### src/rtl/seq_div_pkg.sv
// seq_div_pkg: shared types and helpers for the seq_div restoring divider.
package seq_div_pkg;

    typedef enum logic [1:0] {
        IDLE = 2'd0,
        RUN  = 2'd1,
        DONE = 2'd2
    } state_t;

    // Width of the per-bit step counter; never narrower than one bit.
    function automatic int cnt_width(input int width);
        return (width < 2) ? 1 : $clog2(width);
    endfunction

endpackage

### src/rtl/seq_div_step.sv
// seq_div_step: one combinational restoring-division step.
// Shifts the next dividend bit into the partial remainder and trial-subtracts
// the divisor in WIDTH+1 bits; a non-negative result is kept.
module seq_div_step #(
    parameter int WIDTH = 32
) (
    input  logic [WIDTH-1:0] rem_in,
    input  logic             bit_in,
    input  logic [WIDTH-1:0] divisor,
    output logic [WIDTH-1:0] rem_out,
    output logic             q_bit
);

    logic [WIDTH:0] shifted;
    logic [WIDTH:0] trial;

    // Trial subtraction and restore decision.
    always_comb begin
        shifted = {rem_in, bit_in};
        trial   = shifted - {1'b0, divisor};
        q_bit   = ~trial[WIDTH];
        rem_out = q_bit ? trial[WIDTH-1:0] : shifted[WIDTH-1:0];
    end

endmodule

### src/rtl/seq_div.sv
// seq_div: multi-cycle restoring divider, one quotient bit per clock.
// Optional build macro SEQ_DIV_SIGNED_EN selects two's-complement operands
// (quotient truncates toward zero, remainder follows the dividend's sign).
//
// state | meaning
// IDLE  | waiting for start; results held
// RUN   | iterating one restoring step per clock, MSB first
// DONE  | one-cycle done pulse, results valid
module seq_div
    import seq_div_pkg::*;
#(
    parameter int WIDTH = 32
) (
    input  logic             Clk,
    input  logic             Rst,
    input  logic             start,
    input  logic [WIDTH-1:0] a,
    input  logic [WIDTH-1:0] b,
    output logic             busy,
    output logic             done,
    output logic [WIDTH-1:0] quot,
    output logic [WIDTH-1:0] rem,
    output logic             div_by_zero
);

    localparam int CW = cnt_width(WIDTH);
    localparam logic [CW-1:0] LAST = CW'(WIDTH - 1);

    state_t           state_q, state_d;
    logic [CW-1:0]    cnt_q;
    logic [WIDTH-1:0] dvd_q, dvs_q, prem_q, qacc_q;
    logic [WIDTH-1:0] rem_new, q_next;
    logic             q_bit;
    logic [WIDTH-1:0] a_mag, b_mag;
    logic [WIDTH-1:0] quot_fin, rem_fin;

`ifdef SEQ_DIV_SIGNED_EN
    logic sign_a_q, sign_b_q;

    // Operand magnitudes and sign-corrected final results.
    always_comb begin
        a_mag    = a[WIDTH-1] ? (~a + 1'b1) : a;
        b_mag    = b[WIDTH-1] ? (~b + 1'b1) : b;
        quot_fin = (sign_a_q ^ sign_b_q) ? (~q_next + 1'b1) : q_next;
        rem_fin  = sign_a_q ? (~rem_new + 1'b1) : rem_new;
    end
`else
    // Unsigned build passes operands and results straight through.
    always_comb begin
        a_mag    = a;
        b_mag    = b;
        quot_fin = q_next;
        rem_fin  = rem_new;
    end
`endif

    assign q_next = {qacc_q[WIDTH-2:0], q_bit};

    seq_div_step #(.WIDTH(WIDTH)) u_step (
        .rem_in  (prem_q),
        .bit_in  (dvd_q[WIDTH-1]),
        .divisor (dvs_q),
        .rem_out (rem_new),
        .q_bit   (q_bit)
    );

    // State register.
    always_ff @(posedge Clk) begin
        if (Rst) state_q <= IDLE;
        else     state_q <= state_d;
    end

    // Next-state logic.
    always_comb begin
        state_d = state_q;
        case (state_q)
            IDLE:    if (start) state_d = (b == '0) ? DONE : RUN;
            RUN:     if (cnt_q == LAST) state_d = DONE;
            DONE:    state_d = IDLE;
            default: state_d = IDLE;
        endcase
    end

    // Status outputs decoded from the state register.
    always_comb begin
        busy = (state_q != IDLE);
        done = (state_q == DONE);
    end

    // Working registers and result registers.
    always_ff @(posedge Clk) begin
        if (Rst) begin
            cnt_q       <= '0;
            dvd_q       <= '0;
            dvs_q       <= '0;
            prem_q      <= '0;
            qacc_q      <= '0;
            quot        <= '0;
            rem         <= '0;
            div_by_zero <= 1'b0;
`ifdef SEQ_DIV_SIGNED_EN
            sign_a_q    <= 1'b0;
            sign_b_q    <= 1'b0;
`endif
        end else begin
            case (state_q)
                IDLE: begin
                    if (start) begin
                        if (b == '0) begin
                            quot        <= '1;
                            rem         <= a;
                            div_by_zero <= 1'b1;
                        end else begin
                            dvd_q  <= a_mag;
                            dvs_q  <= b_mag;
                            prem_q <= '0;
                            qacc_q <= '0;
                            cnt_q  <= '0;
`ifdef SEQ_DIV_SIGNED_EN
                            sign_a_q <= a[WIDTH-1];
                            sign_b_q <= b[WIDTH-1];
`endif
                        end
                    end
                end
                RUN: begin
                    prem_q <= rem_new;
                    qacc_q <= q_next;
                    dvd_q  <= {dvd_q[WIDTH-2:0], 1'b0};
                    cnt_q  <= cnt_q + 1'b1;
                    if (cnt_q == LAST) begin
                        quot        <= quot_fin;
                        rem         <= rem_fin;
                        div_by_zero <= 1'b0;
                    end
                end
                default: ;
            endcase
        end
    end

endmodule
### config.mk
export PLATFORM = sky130hd
export DESIGN_NAME = seq_div
export DESIGN_NICKNAME = d
export VERILOG_FILES = /design/src/rtl/seq_div_pkg.sv /design/src/rtl/seq_div_step.sv /design/src/rtl/seq_div.sv
export SDC_FILE = /design/constraint.sdc
export NUM_CORES = 1
export LEC_CHECK = 0
export CORE_MARGIN = 2
export CORE_UTILIZATION = 30
export CTS_BUF_LIST = sky130_fd_sc_hd__clkbuf_16
export DETAILED_ROUTE_END_ITERATION = 10
export SLEW_MARGIN = 20
export SYNTH_ARGS = -nofsm -noshare
export SYNTH_HDL_FRONTEND = slang
export SYNTH_HIERARCHICAL = 1
export SYNTH_SLANG_ARGS = --single-unit
### constraint.sdc
create_clock -name Clk -period 3.9 [get_ports Clk]
set_input_delay 0.585 -clock Clk [delete_from_list [all_inputs] [get_ports Clk]]
set_output_delay 0.585 -clock Clk [all_outputs]
set_load 0.02 [all_outputs]
==> results.yml, run 1 <==
setup_path:
  cp-end-kind: "register"
  cp-start-kind: "register"
  worstRegToRegCells: 15
  path_class: "register to register"
  crit_path_max_fanout: 9
  required_ps: 4240
  worst_ep_arrival_time_ps: 4000
layout:
  nFillCells: 3297
  syn2layout_area_growth_pct: 22.85
  drive_above_1_share_pct: 7.229
  diodes: 0
  most-common-layout-cells: "278 x nand2_1, 199 x dfxtp_1, 155 x a21oi_1"
  final_common_cell: "nand2_1"
  nets: 1417
  multi_input_area_um2: 5229
  ff_latch_area_um2: 3984
timing:
  post-route-worst-setup-slack_ps: 237.5
  rsz0062_at_grt: "false"
  fin_skew_ps: 14.53
  drv_slew: 0
  finalSetupTns_ps: 0
  tightest_slew_ps: 888.3
  max_freq_mhz: 273.0
  hold_violations: 0
  finalSetupViolCount: 0
  fin_crit_sh_pct: 93.91
  holdWs_ps: 456.5
  fin_crit_ps: 3662
  relSlewSlack_pct: 40.78
global_route:
  grt_pass1_vias: 8315
  grt_max_degree: 103
  antenna_found_initial: 0
  grt_pass1_wl_um: 44840
  track_usage_pct: 16.72
  grt-ovfl-total: 0
clocking:
  cts_sinks: 199
  clk_latency_ps: 430
  h-tree-depth: 4
  cts_root_buf: "clkbuf_16"
  ctsHoldBuffers: 0
  cts_tree: "built"
  clk_pin_slew_ps: 70
  clockBufferDepth: 2
  cts_buffers: 17
power_and_ir_drop:
  power_density_nw_per_um2: 456.6
  switchingPower_mw: 1.678
  clkPwrFrac_pct: 33.7
  switching_share_pct: 30.69
  p_leak_nw: 4.404
  p_comb_share_pct: 26.9
  peakVddDrop_mv: 0.3356
  pwr-share-seq_pct: 39.4
  internal_power_mw: 3.789
place:
  place.gp.congestion: 0.8732
  port_buffers: 133
  place_ws_ps: 189.4
  dpl.hpwl_um: 19670
die:
  io_pins: 134
  coreArea_um2: 31800
  dieArea_um2: 33940
  die_height_um: 184.2
  initial_core_util_pct: 30.65
  die_x_um: 184.2
  rows: 65
routing:
  num_vias: 8847
  routedWlPerCell_um: 16.20
  vias_per_cell: 5.018
  drt_pass1_iterations: 5
  final_antenna_net_count: 0
  drc: 0
  first_iter_violations: 614
  wl_um: 28570
yosys:
  synth_seq_cells: 199
  synthArstFlopShare_pct: 0
  synth-edff-count: 0
  syn_inst: 1231
  synth.distinct_cells: 68
  synthesis.nets: 1333
  synthSimpleGateAreaFrac_pct: 22.98
  synth_top_family_by_area: "simple AND/OR/NAND/NOR gates"
  synth_mux_area_share_pct: 3.826
  syn-cell-area_um2: 9746
  synth_ff_type: "dfxtp_1"
  ys_seq_area_share_pct: 40.88
  synth.avg_cell_area_um2: 7.917
  yosys_warnings: 6
  synth_compound_gate_area_share_pct: 19.37
  synthAdderAreaFrac_pct: 4.571
  synthXorXnorAreaFrac_pct: 2.516
min_path:
  hold_path_depth: 2
  hold_path.class: "register to register"
run_status:
  status: "completed"
run:
  cap_violations: 0
==> worst paths after layout <==
kind | start | to | slack (ps)
max | dvd_q[31] | rem[6] | 240
min | dvs_q[24] | dvs_q[24] | 460
max reg2reg | dvd_q[31] | rem[6] | 240
min reg2reg | dvs_q[24] | dvs_q[24] | 460
==> sequential cells by signal (all words and copies together), names as in the netlist <==
register / count
dvs_q: 32
state_q: 2
quot: 32
cnt_q: 5
rem: 32
prem_q: 32
qacc_q: 31
div_by_zero: 1
dvd_q: 32
==> power groups by stage <==
| stage | Clock, mW | Combinational [mW] | Sequential [mW] |
|---|---|---|---|
| finish | 1.84 | 1.47 | 2.15 |
| global route | 1.98 | 1.60 | 2.16 |
| CTS | 1.90 | 1.42 | 2.15 |
| detailed placement | 0 | 1.41 | 2.20 |
| global placement | 0 | 1.40 | 2.20 |
| floorplan | 0 | 1.17 | 2.18 |
==> through the flow <==
stage / power (mW) / instances / area [µm²] / util (%)
after floorplan: 3.354 / 1231 / 9746 / -
after global placement: 3.601 / 1729 / 11330 / 35.64
after detailed placement: 3.609 / 1729 / 11330 / 35.64
after CTS: 5.475 / 1761 / 11940 / 37.53
after global routing: 5.743 / 1763 / 11970 / 37.65
final: 5.467 / 1763 / 11970 / 37.65
==> cell usage after synthesis, drive strengths merged, types with 7 or more instances <==
cell / count / share of area (%)
ha: 34 / 4.4
a211oi: 35 / 2.7
nor3: 40 / 2.4
buf: 34 / 2.5
xnor2: 13 / 1.2
a21o: 19 / 1.5
and3: 7 / 0.55
a311oi: 32 / 2.9
o21a: 8 / 0.62
inv: 35 / 1.4
dfxtp: 199 / 41
xor2: 15 / 1.3
a21oi: 157 / 8.1
o21ai: 19 / 0.98
nor4: 9 / 0.58
nor2: 140 / 5.5
nand3: 16 / 0.82
nand2: 278 / 11
nand4: 8 / 0.51
mux2: 23 / 3.4
clkbuf: 48 / 1.8
==> layer usage <==
| layer | track usage (%) | routed length (µm) | up-vias |
|---|---|---|---|
| met5 | 0 | 0 | - |
| met1 | 22.48 | 13550 | 4189 |
| li1 | - | - | 4410 |
| met2 | 27.43 | 13060 | 231 |
| met4 | 3.744 | 317 | 0 |
| met3 | 3.616 | 1647 | 17 |
==> cells by family (layout without fill, tap and decap cells) <==
group                    count (synthesis)  after routing
flip-flops                             199            199
AO/OA/AOI/OAI                          300            300
multiplexers                            26             26
XOR/XNOR                                28             28
adder cells (fa/ha/maj)                 35             35
buffers and inverters                  118            215
AND/OR/NAND/NOR                        525            525
==> cell type report <==
class | instances | area share (%)
multi-input combinational | 914 | 43.67
timing repair buffer | 148 | 12.17
inverter | 35 | 1.317
tap | 435 | 4.546
sequential | 199 | 33.27
clock buffer | 17 | 3.553
clock inverter | 15 | 1.463
==> worst max-delay path: stages, from the launching register on <==
cell and delay, ps:
dfxtp_1 350, inv_1 50, ha_1 220, fa_1 400, and2b_2 250, o2111ai_2 120
a21oi_2 230, o2111ai_1 200, a211oi_2 320, nor2_4 100, mux2i_4 220, and2_4 220
buf_4 170, o21ai_0 220, nand2_1 180, a311oi_1 310
==> timing repair <==
item                                    in CTS  in global routing
setup buffers                                0                  2
endpoints found under the hold margin        0                  0
resized for setup                            0                  2
endpoints found under the setup margin       0                 46
No activity file was read; power rests on OpenSTA's default activity.
==> run 2, diff against run 1 <==
==> constraint.sdc (replaced) <==
create_clock -name Clk -period 3.9 [get_ports Clk]
set_input_delay 0.39 -clock Clk [delete_from_list [all_inputs] [get_ports Clk]]
set_output_delay 0.39 -clock Clk [all_outputs]
set_load 0.02 [all_outputs]
==> run 2 against run 1 <==
Against the previous run:
- clock skew shrank 2.0 ps
- count of clock-buffer cells in the layout stayed put
- maximum frequency down 0.46%
- non-clock buffer count is 1 lower
- largest cell class unchanged
- power fell by 1.8%
- routed wire length shrank 1.1%
==> results.yml, run 2 (synthesis gave the netlist of run 1 again) <==
timing:
  fin_skew_ps: 12.52
  max_freq_mhz: 271.8
  fin_crit_ps: 3679
  fin_crit_sh_pct: 94.34
  relSlewSlack_pct: 42.42
  post-route-worst-setup-slack_ps: 220.7
  finalSetupViolCount: 0
  tightest_slew_ps: 863.7
  rsz0062_at_grt: "false"
  drv_slew: 0
  hold_violations: 0
  finalSetupTns_ps: 0
setup_path:
  r2r_start: "dvd_q[31]"
  cp-end-kind: "register"
  crit_slowest_cell: "fa_1"
  cp-start-kind: "register"
  worst_ep_arrival_time_ps: 3960
  cp-startpoint: "dvd_q[31]"
  worstPathCellList: "inv_1 -> ha_1 -> fa_1 -> and2b_2 -> o2111ai_2 -> a21oi_2 -> o2111ai_1 -> a211oi_2 -> nor2_4 -> mux2i_4 -> and2_4 -> inv_8 -> mux2_2 -> nand2_1 -> a311oi_1"
  crit_path_max_fanout: 25
  path_class: "register to register"
  worstRegToRegCells: 15
  required_ps: 4180
  slowest_delay_ps: 410
clocking:
  clockBufferDepth: 2
  h-tree-depth: 4
  clk_latency_ps: 440
  cts_root_buf: "clkbuf_16"
  cts_buffers: 17
  cts_resized: 0
  clk_pin_slew_ps: 70
  cts_tree: "built"
  cts_sinks: 199
  cts_setup_buffers: 0
  ctsHoldBuffers: 0
routing:
  final_antenna_net_count: 0
  drc: 0
  drt_pass1_iterations: 6
  first_iter_violations: 586
  routedWlPerCell_um: 16.04
  vias_per_cell: 5.002
  num_vias: 8813
  wl_um: 28260
min_path:
  hold_path.class: "register to register"
  hold_start: "dvs_q[8]"
  hold_path_depth: 2
die:
  coreArea_um2: 31800
  dieArea_um2: 33940
  die_x_um: 184.2
  initial_core_util_pct: 30.65
  die_height_um: 184.2
  io_pins: 134
  rows: 65
global_route:
  grt_pass1_vias: 8221
  antenna_found_initial: 0
  grt-ovfl-total: 0
  grt_max_degree: 103
  grt_pass1_wl_um: 44790
  track_usage_pct: 16.61
power_and_ir_drop:
  finalPower_mw: 5.370
  power_density_nw_per_um2: 450.5
  pwr-share-seq_pct: 40.1
  internal_power_mw: 3.712
  p_comb_share_pct: 27.0
  switching_share_pct: 30.88
  switchingPower_mw: 1.658
  clkPwrFrac_pct: 32.9
  peakVddDrop_mv: 0.3423
  p_leak_nw: 4.387
place:
  place_ws_ps: 178.9
  dpl.hpwl_um: 19480
  port_buffers: 133
  place.gp.congestion: 0.8646
layout:
  final_core_util_pct: 37.49
  syn2layout_area_growth_pct: 22.31
  final_common_cell: "nand2_1"
  diodes: 0
  drive_above_1_share_pct: 7.234
  most-common-layout-cells: "278 x nand2_1, 199 x dfxtp_1, 155 x a21oi_1"
  nets: 1416
  nFillCells: 3253
run_status:
  status: "completed"
run:
  cap_violations: 0
==> run 2: cell count changes in the layout (fill, tap and decap cells not counted), sizes merged <==
cell / previous run / this run
buf: 16 / 15
bufinv: 3 / 2
clkinvlp: 2 / 0
clkinv: 5 / 8
==> run 2: stage by stage <==
stage	instance area, µm²	instances	hold slack (ps)
6_report	11920	1762	457.5
5_1_grt	11920	1762	473.2
4_1_cts	11900	1760	459.4
3_5_place_dp	11330	1728	448.9
3_3_place_gp	11330	1728	446.2
2_1_floorplan	9746	1231	436.3
==> run 2: layout make-up <==
type,instances,area [µm²],area share [%]
inverter,35,138.9,1.165
clock buffer,17,425.4,3.569
multi-input combinational,914,5229,43.86
clock inverter,15,148.9,1.249
timing repair buffer,147,1450,12.17
tap,435,544.3,4.566
sequential,199,3984,33.42
==> run 2: metal layers <==
metal / track usage (%) / share of wire, % / up-vias
li1: - / - / 4403
met1: 22.99 / 49 / 4160
met2: 26.75 / 46 / 233
met3: 2.964 / 4.5 / 17
met4: 4.064 / 1.3 / 0
met5: 0 / 0 / -
==> run 2: worst paths after layout <==
kind / to / slack (ps)
worst min-delay path: dvs_q[8] / 460
worst max register to register: rem[7] / 220
worst max-delay path: rem[7] / 220
worst min register to register: dvs_q[8] / 460
==> run 2: worst max-delay path, delay by kind of cell, from the launching register on <==
kind	cells	cell delay, ps
AO/OA/AOI/OAI	5	980
AND/OR/NAND/NOR	4	670
adder cells (fa/ha/maj)	2	620
multiplexers	2	590
flip-flops	1	350
buffers and inverters	2	290
==> run 2: power by group through the flow <==
stage	clock network (mW)	registers (mW)	logic, mW
6_report	1.77	2.15	1.45
3_5_place_dp	0	2.20	1.41
4_1_cts	1.82	2.15	1.42
2_1_floorplan	0	2.18	1.17
5_1_grt	1.90	2.16	1.58
3_3_place_gp	0	2.20	1.40
